`src/rtl/eth_send_sched.sv`:
```
// eth_send_sched: sequencer in front of EthSend.
//
// Chooses what each Ethernet packet carries. Dirty memory sources are served
// round-robin, and a background (BG) keep-alive is sent after BG_PERIOD idle
// clocks. The block tracks a 2-bit sequence number and retransmits
// unacknowledged MEM packets with an increasing dup count. Once MAX_DUP is
// exceeded it forces an SN resync.
//
// Ports:
//   clk, reset_i            clock, asynchronous active-high reset
//   dirty_i[NSRC]           per-source pending-region flags
//   src_en_o[NSRC]          one-hot enable of the selected source (MEM only)
//   start_o, reset_sn_o     one-clock control pulses to EthSend
//   sel_o[8], sn_o[4]       packet select ({2'b10,idx} MEM, 8'h00 BG), {dup,sn}
//   busy_i, done_i          EthSend status
//   ack_valid_i, ack_sn_i   acknowledge from the receive path
//   sched_busy_o            high whenever the sequencer is not idle
module eth_send_sched #(
    parameter int NSRC      = 4,
    parameter int BG_PERIOD = 1000,
    parameter int ACK_TMO   = 4000,
    parameter int MAX_DUP   = 3
) (
    input  logic            clk,
    input  logic            reset_i,
    input  logic [NSRC-1:0] dirty_i,
    output logic [NSRC-1:0] src_en_o,
    output logic            start_o,
    output logic            reset_sn_o,
    output logic [7:0]      sel_o,
    output logic [3:0]      sn_o,
    input  logic            busy_i,
    input  logic            done_i,
    input  logic            ack_valid_i,
    input  logic [1:0]      ack_sn_i,
    output logic            sched_busy_o
);

    localparam int IW  = (NSRC > 1) ? $clog2(NSRC) : 1;
    localparam int BGW = $clog2(BG_PERIOD + 1);
    localparam int TW  = $clog2(ACK_TMO + 1);
    localparam logic [BGW-1:0] BG_LAST  = BGW'(BG_PERIOD - 1);
    localparam logic [TW-1:0]  TMO_LAST = TW'(ACK_TMO - 1);
    localparam logic [1:0]     DUP_MAX  = 2'(MAX_DUP);
    localparam logic [IW-1:0]  IDX_LAST = IW'(NSRC - 1);

    typedef enum logic [2:0] {
        S_IDLE, S_ARM, S_START, S_WAIT_DONE, S_WAIT_ACK, S_RESYNC
    } state_t;

    // Descriptor of the packet in flight; stays fixed across retransmits
    // except for dup.
    typedef struct packed {
        logic          bg;
        logic [IW-1:0] idx;
        logic [1:0]    dup;
    } pkt_t;

    state_t         state, state_n;
    pkt_t           pkt, pkt_n;
    logic [1:0]     cur_sn, cur_sn_n;
    logic [IW-1:0]  rr_ptr, rr_n;
    logic [BGW-1:0] bg_cnt, bg_n;
    logic [TW-1:0]  tmo, tmo_n;
    logic [1:0]     wd_cnt, wd_n;
    logic           busy_seen, seen_n;

    logic           pick_vld;
    logic [IW-1:0]  pick_idx;
    logic [IW-1:0]  pick_j;
    logic [IW-1:0]  idx_nxt;

    // First dirty source at or after rr_ptr, wrapping. The loop runs from the
    // farthest offset down so the nearest one is the last assignment.
    always_comb begin
        pick_vld = 1'b0;
        pick_idx = '0;
        pick_j   = '0;
        for (int k = NSRC - 1; k >= 0; k--) begin
            pick_j = IW'((int'(rr_ptr) + k) % NSRC);
            if (dirty_i[pick_j]) begin
                pick_vld = 1'b1;
                pick_idx = pick_j;
            end
        end
    end

    assign idx_nxt = (pkt.idx == IDX_LAST) ? '0 : pkt.idx + 1'b1;

    always_ff @(posedge clk or posedge reset_i) begin
        if (reset_i) begin
            state     <= S_IDLE;
            pkt       <= '0;
            cur_sn    <= 2'd1;
            rr_ptr    <= '0;
            bg_cnt    <= '0;
            tmo       <= '0;
            wd_cnt    <= '0;
            busy_seen <= 1'b0;
        end else begin
            state     <= state_n;
            pkt       <= pkt_n;
            cur_sn    <= cur_sn_n;
            rr_ptr    <= rr_n;
            bg_cnt    <= bg_n;
            tmo       <= tmo_n;
            wd_cnt    <= wd_n;
            busy_seen <= seen_n;
        end
    end

    always_comb begin
        state_n  = state;
        pkt_n    = pkt;
        cur_sn_n = cur_sn;
        rr_n     = rr_ptr;
        bg_n     = bg_cnt;
        tmo_n    = tmo;
        wd_n     = wd_cnt;
        seen_n   = busy_seen;
        case (state)
            S_IDLE: begin
                // A dirty source wins over a BG expiry in the same clock.
                // bg_cnt is left alone in that case.
                if (pick_vld) begin
                    pkt_n   = '{bg: 1'b0, idx: pick_idx, dup: 2'd1};
                    state_n = S_ARM;
                end else if (bg_cnt == BG_LAST) begin
                    bg_n    = '0;
                    pkt_n   = '{bg: 1'b1, idx: '0, dup: 2'd0};
                    state_n = S_ARM;
                end else begin
                    bg_n = bg_cnt + 1'b1;
                end
            end
            S_ARM: state_n = S_START;
            S_START: begin
                // Hold the start back while EthSend still reports busy.
                if (!busy_i) begin
                    state_n = S_WAIT_DONE;
                    wd_n    = '0;
                    seen_n  = 1'b0;
                end
            end
            S_WAIT_DONE: begin
                if (done_i) begin
                    tmo_n   = '0;
                    state_n = pkt.bg ? S_IDLE : S_WAIT_ACK;
                end else if (busy_i) begin
                    seen_n = 1'b1;
                end else if (!busy_seen) begin
                    // EthSend never went busy: abandon this attempt.
                    if (wd_cnt == 2'd3) state_n = S_IDLE;
                    else                wd_n    = wd_cnt + 1'b1;
                end
            end
            S_WAIT_ACK: begin
                if (ack_valid_i && ack_sn_i == cur_sn) begin
                    cur_sn_n = (cur_sn == 2'd3) ? 2'd1 : cur_sn + 1'b1;
                    rr_n     = idx_nxt;
                    state_n  = S_IDLE;
                end else if (tmo == TMO_LAST) begin
                    if (pkt.dup < DUP_MAX) begin
                        pkt_n.dup = pkt.dup + 1'b1;
                        state_n   = S_ARM;
                    end else begin
                        state_n = S_RESYNC;
                    end
                end else begin
                    tmo_n = tmo + 1'b1;
                end
            end
            S_RESYNC: begin
                cur_sn_n = 2'd1;
                rr_n     = idx_nxt;
                state_n  = S_IDLE;
            end
            default: state_n = S_IDLE;
        endcase
    end

    // Packet fields are visible only from ARM through WAIT_DONE.
    logic in_pkt, mem_pkt;
    assign in_pkt  = (state == S_ARM) || (state == S_START) || (state == S_WAIT_DONE);
    assign mem_pkt = in_pkt && !pkt.bg;

    assign src_en_o     = mem_pkt ? (NSRC'(1) << pkt.idx) : '0;
    assign sel_o        = mem_pkt ? {2'b10, 6'(pkt.idx)} : 8'h00;
    assign sn_o         = mem_pkt ? {pkt.dup, cur_sn} : 4'h0;
    assign start_o      = (state == S_START) && !busy_i;
    assign reset_sn_o   = (state == S_RESYNC);
    assign sched_busy_o = (state != S_IDLE);

endmodule

```
`config.mk`:
```
export PLATFORM = sky130hd
export DESIGN_NAME = eth_send_sched
export DESIGN_NICKNAME = d
export VERILOG_FILES = /design/src/rtl/eth_send_sched.sv
export SDC_FILE = /design/constraint.sdc
export NUM_CORES = 1
export LEC_CHECK = 0
export CAP_MARGIN = 15
export CORE_UTILIZATION = 50
export DETAILED_ROUTE_END_ITERATION = 8
export HOLD_SLACK_MARGIN = 0.03
export PLACE_DENSITY_LB_ADDON = 0.08
export SYNTH_ARGS = -nofsm -noshare
export SYNTH_HDL_FRONTEND = slang
export SYNTH_SLANG_ARGS = --single-unit
```
`constraint.sdc`:
```
create_clock -name clk -period 1.9 [get_ports clk]
set_input_delay 0.38 -clock clk [delete_from_list [all_inputs] [get_ports clk]]
set_output_delay 0.38 -clock clk [all_outputs]
set_load 0.02 [all_outputs]
```
Word-level counts from Yosys, hierarchy flattened
Cells that the tools add are included.

Multiply operators: 0. Divide/modulo/power cells: 0. Eq/ne operators: 28. $lt $le $gt $ge: 5. Bitwise gates (word level): 1. Reductions and logical operators: 22. Mux-type cells: 58. Shifts and indexed selects: 1. Add/sub/neg operators: 9.

Operators with widths (number): $mux 12 (3); $mux 3 (11); $mux 2 (16); $ne 2x2->1 const B (12); $pmux 12 s2 (1); $pmux 2 s2 (4); $ne 3x3->1 const B (5); $pmux 3 s5 (1); $add 12x1->12 const B (1); $eq 12x12->1 const B (1); $lt 2x3->1 const B (4); $reduce_and 6->1 (2); $mux 1 (11); $add 10x1->10 const B (1); $add 2x1->2 const B (5); $eq 10x10->1 const B (1); $mux 10 (1); $mux 5 (2); $reduce_bool 2->1 (5); $bmux 1 s2 (4); $mux 4 (2); $mux 8 (1); $reduce_and 4->1 (2); $eq 2x2->1 const B (3); other kinds (16) (25).

ROM bits: 0. Bits in writable memories: 0. Output and inout bits: 19. Latch bits: 0. Bits in registers: 37. Word-level logic and storage cells: 134. Memories kept: 0. Bits of input ports: 11.

Depth between registers and ports, before layout
Gate-level depths: netlist of the first run.

Word-level depth: 9. Gate-level depth with buffers: 7. Mapped depth without buffers: 6.

Least setup slack after synthesis of the first run
Ideal clock, no wire load.

Path type: flip-flop to flip-flop. Start point: register tmo[0]. End point: register state[0]. Clock period less this slack: 1858 ps. Required time: 1772 ps. Path slack: 42 ps. Stages on the path, launching flop included: 7. Arrival: 1731 ps. Setup time: 128 ps. Path buffers: 0. Path through: dfrtp_1 > ha_1 > nand3_1 > or3_1 > and2_1 > nor3_1 > mux2_1.

Word-level cells in the longest chain between the ends: 3.

Ends and longest elaborated chain: from (decl) (line 64) `logic [TW-1:0] tmo, tmo_n;`; from (signal assigned) (line 106) `tmo <= tmo_n;`; $eq 12x12->1 (line 162) `end else if (tmo == TMO_LAST) begin`; $ne 3x3->1 (no source line); $reduce_and 6->1 (no source line); to (signal assigned) (line 101) `state <= state_n;`; to (decl) (line 59) `state_t state, state_n;`.

No other way between the ends. A chain may end at the register's enable or synchronous reset.

Final worst setup path of the first run
Ends and elaborated chain as after synthesis.

==> results.toml, run 1 <==
[place]
dp_slack_ns = -0.2266
io_buffers = 24
dpl_cell_area_um2 = 2811
gp_congestion = 0.8081
placed_cells_incl_taps = 354
dp_hpwl_um = 3677

[timing]
fin_ws_ns = 0.06950
finalSetupViolations = 0
finalHoldViolCount = 0
fmax_mhz = 546.3
tns_ns = 0
finalCriticalPeriod_ns = 1.830
min_period_over_period_pct = 96.34
fin_skew_ns = 0.008918
grt_setup_unrepaired = "yes"
slew_violations = 0

[clocking]
clk_latency_ns = 0.30
cts.sinks = 37
clkTransAtPathRegs_ns = 0.09
cts_tree = "built"
clk_path_buf_depth = 2
cts_made_buffers = 5
clockRootBuffer = "clkbuf_8"
htreeDepth = 2

[hold_path]
hold_path.class = "primary input to asynchronous set/reset pin"

[final_layout]
syn_to_final_growth_pct = 31.29
stdcell_count = 367
multi_input_area_um2 = 1289
layout-drive-gt1-share_pct = 27.94
final_cell_area_um2 = 2955
diodes = 0
final.fill_count = 359
nNetsFinal = 334
seqCellArea_um2 = 928.4

[synthesis]
syn_inst = 246
avgSynthCellArea_um2 = 9.150
synth_area_um2 = 2251
synth_edf_count = 0
ys_warn_count = 0
synth-main-ff-cell = "dfrtp_1"
ys_types = 48
ys_ff_latch = 37
synth_area_leader_cell = "dfrtp_1"
yosysSeqAreaShare_pct = 41.19
yosys.area.top_type_share_pct = 40.02
yosys.cell_count.top_type = "dfrtp_1"
yosys-top-cells-area = "dfrtp_1 (40%), ha_1 (5.0%), o21ai_0 (4.7%)"
async_reset_ff_share_pct = 100.0
synth_commonest_cells = "dfrtp_1 (36), nand2_1 (23), nor2_1 (23), o21ai_0 (21), nand3_1 (15)"

[global_routing]
grt.total_usage_pct = 22.72
overflow = 0
antenna_found_initial = 0
grt_pass1_wl_um = 8804
grt_pass1_vias = 2020
grt_max_degree = 38

[power]
power_leakage_nw = 1.347
power_density_nw_per_um2 = 1222
power_mw = 3.612
peakVddDrop_mv = 0.7927

[setup_path]
rr_worst_depth = 6
cp.arrival_ns = 2.02
end_kind = "register"
required_ns = 2.09
worstSetupPathType = "register to register"
crit_fanout = 4
worstSetupStartpointType = "register"

[route]
drt_iter0_drc = 80
num_vias = 2009
antenna_left = 0
drc = 0
vias_per_cell = 5.474
routed-wl-met3_um = 108
routedWlPerCell_um = 13.75
wl_met2_um = 2615
wl_um = 5045
top_layer = "met4"
wl_met1_um = 2266
first_pass_iters = 4

[die]
die_x_um = 69.10
rows = 24
core_um2 = 4354
dieArea_um2 = 4774
io_pins = 30
die_h_um = 69.10
initial_utilization_pct = 51.70

[run]
drv_cap = 0

[outcome]
outcome = "finished clean"
-- sequential cells by signal, indices dropped and copies added (netlist names) --
name	count
bg_cnt	10
state	3
rr_ptr	2
tmo	12
cur_sn	2
pkt	5
busy_seen	1
wd_cnt	2
-- power breakdown --
group / switching [mW] / internal [mW] / leakage [nW]
Clock: 0.310 / 0.393 / 0.0543
Combinational: 0.926 / 0.835 / 0.809
Sequential: 0.185 / 0.962 / 0.483
-- placed cells by master, fill, tap and decap left out, types with 6 or more instances in the layout --
| cell type | netlist | layout |
|---|---|---|
| a21oi_1 | 10 | 9 |
| and2_1 | 8 | 8 |
| buf_2 | 1 | 7 |
| buf_4 | 7 | 42 |
| clkbuf_2 | 0 | 6 |
| clkdlybuf4s50_1 | 0 | 10 |
| dfrtp_1 | 36 | 35 |
| ha_1 | 9 | 8 |
| inv_1 | 7 | 7 |
| mux2i_1 | 6 | 6 |
| nand2_1 | 23 | 21 |
| nand3_1 | 15 | 15 |
| nand4_1 | 6 | 6 |
| nor2_1 | 23 | 22 |
| o21ai_0 | 21 | 21 |
| xor2_1 | 7 | 7 |
-- layer usage --
metal	up-vias	GRT usage [%]
met5	-	0
met4	0	7.937
met3	7	4.825
met2	23	39.91
met1	976	27.32
li1	1003	-
-- timing repair --
action / CTS / global route
pin swaps: 1 / 7
hold buffers: 0 / 0
setup buffers: 3 / 2
gates resized for setup: 33 / 31
setup endpoints to repair: 15 / 29
-- cell type report --
class / count / share of cell area, %
clock inverters: 3 / 1.566
multi-input cells: 194 / 43.61
clock buffers: 5 / 2.329
flip-flops and latches: 37 / 31.41
inverters: 7 / 0.8891
repair buffers: 69 / 17.99
well taps: 52 / 2.202
-- final timing paths --
kind | startpoint | endpoint | slack, ns
worst max-delay path | tmo[0]$_DFFE_PP0P_ | state[0]$_DFFE_PP0P_ | 0.07
worst min-delay path | reset_i | tmo[2]$_DFFE_PP0P_ | 0.42
worst max register to register | tmo[0]$_DFFE_PP0P_ | state[0]$_DFFE_PP0P_ | 0.07
worst min register to register | tmo[11]$_DFFE_PP0P_ | tmo[11]$_DFFE_PP0P_ | 0.49
max in group asynchronous | reset_i | cur_sn[0]$_DFFE_PP1P_ | 1.21
min in group clk | tmo[11]$_DFFE_PP0P_ | tmo[11]$_DFFE_PP0P_ | 0.49
-- logic make-up (layout without fill, tap and decap cells) --
kind of cell,Yosys count,count (layout),share of synthesized area [%]
other cells,1,5,0.1666
mux,8,8,3.669
buf+inv,19,84,4.391
fa+ha+maj,9,9,5.003
flops,37,37,41.19
xor+xnor,10,10,3.891
compound gates,51,51,14.51
simple gates,111,111,27.18
-- worst max-delay path: stages, from the launching register on --
cell	delay [ns]
dfrtp_1	0.39
ha_2	0.22
nand3_1	0.10
or3_4	0.37
and2_1	0.18
nor3_2	0.12
mux2_1	0.33
-- metrics by stage --
stage               util, %  hold WS [ns]
floorplan                 -        0.4451
finish                67.87        0.4231
global placement      64.57        0.4761
detailed placement    64.57        0.4843
CTS                   67.64        0.4401
global route          67.87        0.4503
No activity file was read; power rests on OpenSTA's default activity.
==> run 2: changes to the inputs <==
--- a/config.mk
+++ b/config.mk
@@ -5,7 +5,7 @@
 export SDC_FILE = /design/constraint.sdc
 export NUM_CORES = 1
 export LEC_CHECK = 0
-export CAP_MARGIN = 15
+export CAP_MARGIN = 40
 export CORE_UTILIZATION = 50
 export DETAILED_ROUTE_END_ITERATION = 8
 export HOLD_SLACK_MARGIN = 0.03
==> results of run 2 <==
Final layout, timing and power as in run 1 (identical DEF).
==> run 3: changes to the inputs <==
--- a/config.mk
+++ b/config.mk
@@ -5,11 +5,12 @@
 export SDC_FILE = /design/constraint.sdc
 export NUM_CORES = 1
 export LEC_CHECK = 0
-export CAP_MARGIN = 40
+export CAP_MARGIN = 20
 export CORE_UTILIZATION = 50
 export DETAILED_ROUTE_END_ITERATION = 8
 export HOLD_SLACK_MARGIN = 0.03
 export PLACE_DENSITY_LB_ADDON = 0.08
+export SETUP_SLACK_MARGIN = 0.5
 export SYNTH_ARGS = -nofsm -noshare
 export SYNTH_HDL_FRONTEND = slang
 export SYNTH_SLANG_ARGS = --single-unit
==> results.toml, run 3 (synthesis gave the netlist of run 1 again) <==
[clocking]
holdBufCountCts = 0
clockRootBuffer = "clkbuf_8"
cts_tree = "built"
clk_path_buf_depth = 2
clkTransAtPathRegs_ns = 0.08
cts.sinks = 37
htreeDepth = 2
cts_made_buffers = 5
clk_latency_ns = 0.29

[power]
power_density_nw_per_um2 = 1284
p_int_mw = 2.824
p_seq_share_pct = 25.3
power_mw = 4.711
peakVddDrop_mv = 0.9639
comb_power_share_pct = 63.2
p_sw_mw = 1.887
power_leakage_nw = 1.654
clkPwrFrac_pct = 11.5
switching_share_pct = 40.05

[setup_path]
cp_slowest_cell = "dfrtp_1"
path_depth = 7
end_kind = "output port"
crit_chain = "buf_6, nor2_4, nor3_4, buf_6, buf_6, and2_4, buf_6"
crit_fanout = 7
critPathBufInv = 4
worstSetupPathType = "register to output port"
slowest_delay_ns = 0.44
cp.arrival_ns = 1.57
cp_top_family = "buffers and inverters"
rr_worst_depth = 6
cpMostUsedCell = "buf_6"
required_ns = 1.52
worstSetupStartpointType = "register"

[timing]
finalCriticalPeriod_ns = 1.952
min_period_over_period_pct = 102.8
fin_ws_ns = -0.05231
whs_ns = 0.3522
fin_skew_ns = 0.006287
slew_violations = 0
fmax_mhz = 512.2
grt_setup_unrepaired = "yes"
finalHoldViolCount = 0
finalSetupViolations = 7
tns_ns = -0.2309

[place]
io_buffers = 24
dp_hpwl_um = 3596
gp_congestion = 0.7731
dp_slack_ns = -0.2430

[final_layout]
layout_common_cells = "buf_4 (44), buf_6 (36), dfrtp_1 (34)"
reg_top3 = "tmo x12, bg_cnt x10, pkt x5"
largest_reg_flops = 12
mostFrequentLayoutCell = "buf_4"
final.fill_count = 228
diodes = 0
multi_input_area_um2 = 1637
top_register = "tmo"
seqCellArea_um2 = 929.6
syn_to_final_growth_pct = 62.98
layout-drive-gt1-share_pct = 48.54
nNetsFinal = 361

[route]
antenna_left = 0
first_pass_iters = 4
vias_per_cell = 5.711
num_vias = 2250
drc = 0
routedWlPerCell_um = 17.82
wl_um = 7021
drt_iter0_drc = 89

[die]
die_h_um = 69.10
core_um2 = 4354
rows = 24
initial_utilization_pct = 51.70
io_pins = 30
die_x_um = 69.10
dieArea_um2 = 4774

[global_routing]
grt_pass1_wl_um = 10360
overflow = 0
antenna_found_initial = 0
grt.total_usage_pct = 27.27
grt_max_degree = 31
grt_pass1_vias = 2196

[run]
drv_cap = 0

[hold_path]
hold_path.class = "primary input to asynchronous set/reset pin"

[outcome]
outcome = "finished, violations left"
failed_checks = "setup timing"
## run 3: changes by cell type in the layout (fill, tap and decap cells not counted), moves of 5 or more
cell,delta
buf_6,+34
o21ai_0,-18
o21ai_1,+13
and2_1,-8
and2_4,+8
nor2_1,-8
nor2_4,+7
buf_2,-6
clkbuf_2,-6
nand2_1,-5
o21ai_2,+5
## run 3: cell type report
type	count	share of cell area, %
multi-input cells	194	44.61
flip-flops and latches	37	25.34
repair buffers	96	25.24
clock buffers	6	1.978
well taps	52	1.774
inverters	7	0.7844
clock inverters	2	0.2729
## run 3: layer usage
layer | global-route usage, % | wire [um] | part of all wire (%)
met1 | 33.24 | 2833 | 40
met2 | 46.82 | 3690 | 53
met3 | 5.263 | 227 | 3.2
met4 | 11.56 | 269 | 3.8
met5 | 0 | 0 | 0
## run 3: worst paths after layout
kind,endpoint,slack [ns],startpoint
setup / recovery,sn_o[0],-0.05,state[0]$_DFFE_PP0P_
hold / removal,bg_cnt[7]$_DFFE_PP0P_,0.35,reset_i
setup reg to reg,tmo[9]$_DFFE_PP0P_,-0.05,state[0]$_DFFE_PP0P_
hold reg to reg,tmo[11]$_DFFE_PP0P_,0.49,tmo[11]$_DFFE_PP0P_
max in group asynchronous,cur_sn[0]$_DFFE_PP1P_,0.99,reset_i
min in group clk,tmo[11]$_DFFE_PP0P_,0.49,tmo[11]$_DFFE_PP0P_
## run 3: what timing repair did
item / in CTS / in global routing
cloned: 0 / 1
resized for setup: 140 / 40
endpoints found under the setup margin: 49 / 50
setup buffers: 23 / 19
pin swaps: 35 / 31
## run 3: power by group through the flow
stage / Sequential, mW / Clock (mW) / Combinational, mW
2_1_floorplan: 1.11 / 0 / 1.33
3_3_place_gp: 1.16 / 0 / 1.89
3_5_place_dp: 1.17 / 0 / 1.93
4_1_cts: 1.16 / 0.547 / 2.52
5_1_grt: 1.21 / 0.588 / 3.15
6_report: 1.19 / 0.544 / 2.98
## run 3: per-stage QoR
| step | utilization (%) | std cells | instance area [um2] |
|---|---|---|---|
| 5_1_grt | 84.25 | 394 | 3669 |
| 2_1_floorplan | - | 250 | 2460 |
| 6_report | 84.25 | 394 | 3669 |
| 3_3_place_gp | 66.44 | 343 | 2893 |
| 4_1_cts | 76.93 | 374 | 3349 |
| 3_5_place_dp | 66.44 | 343 | 2893 |
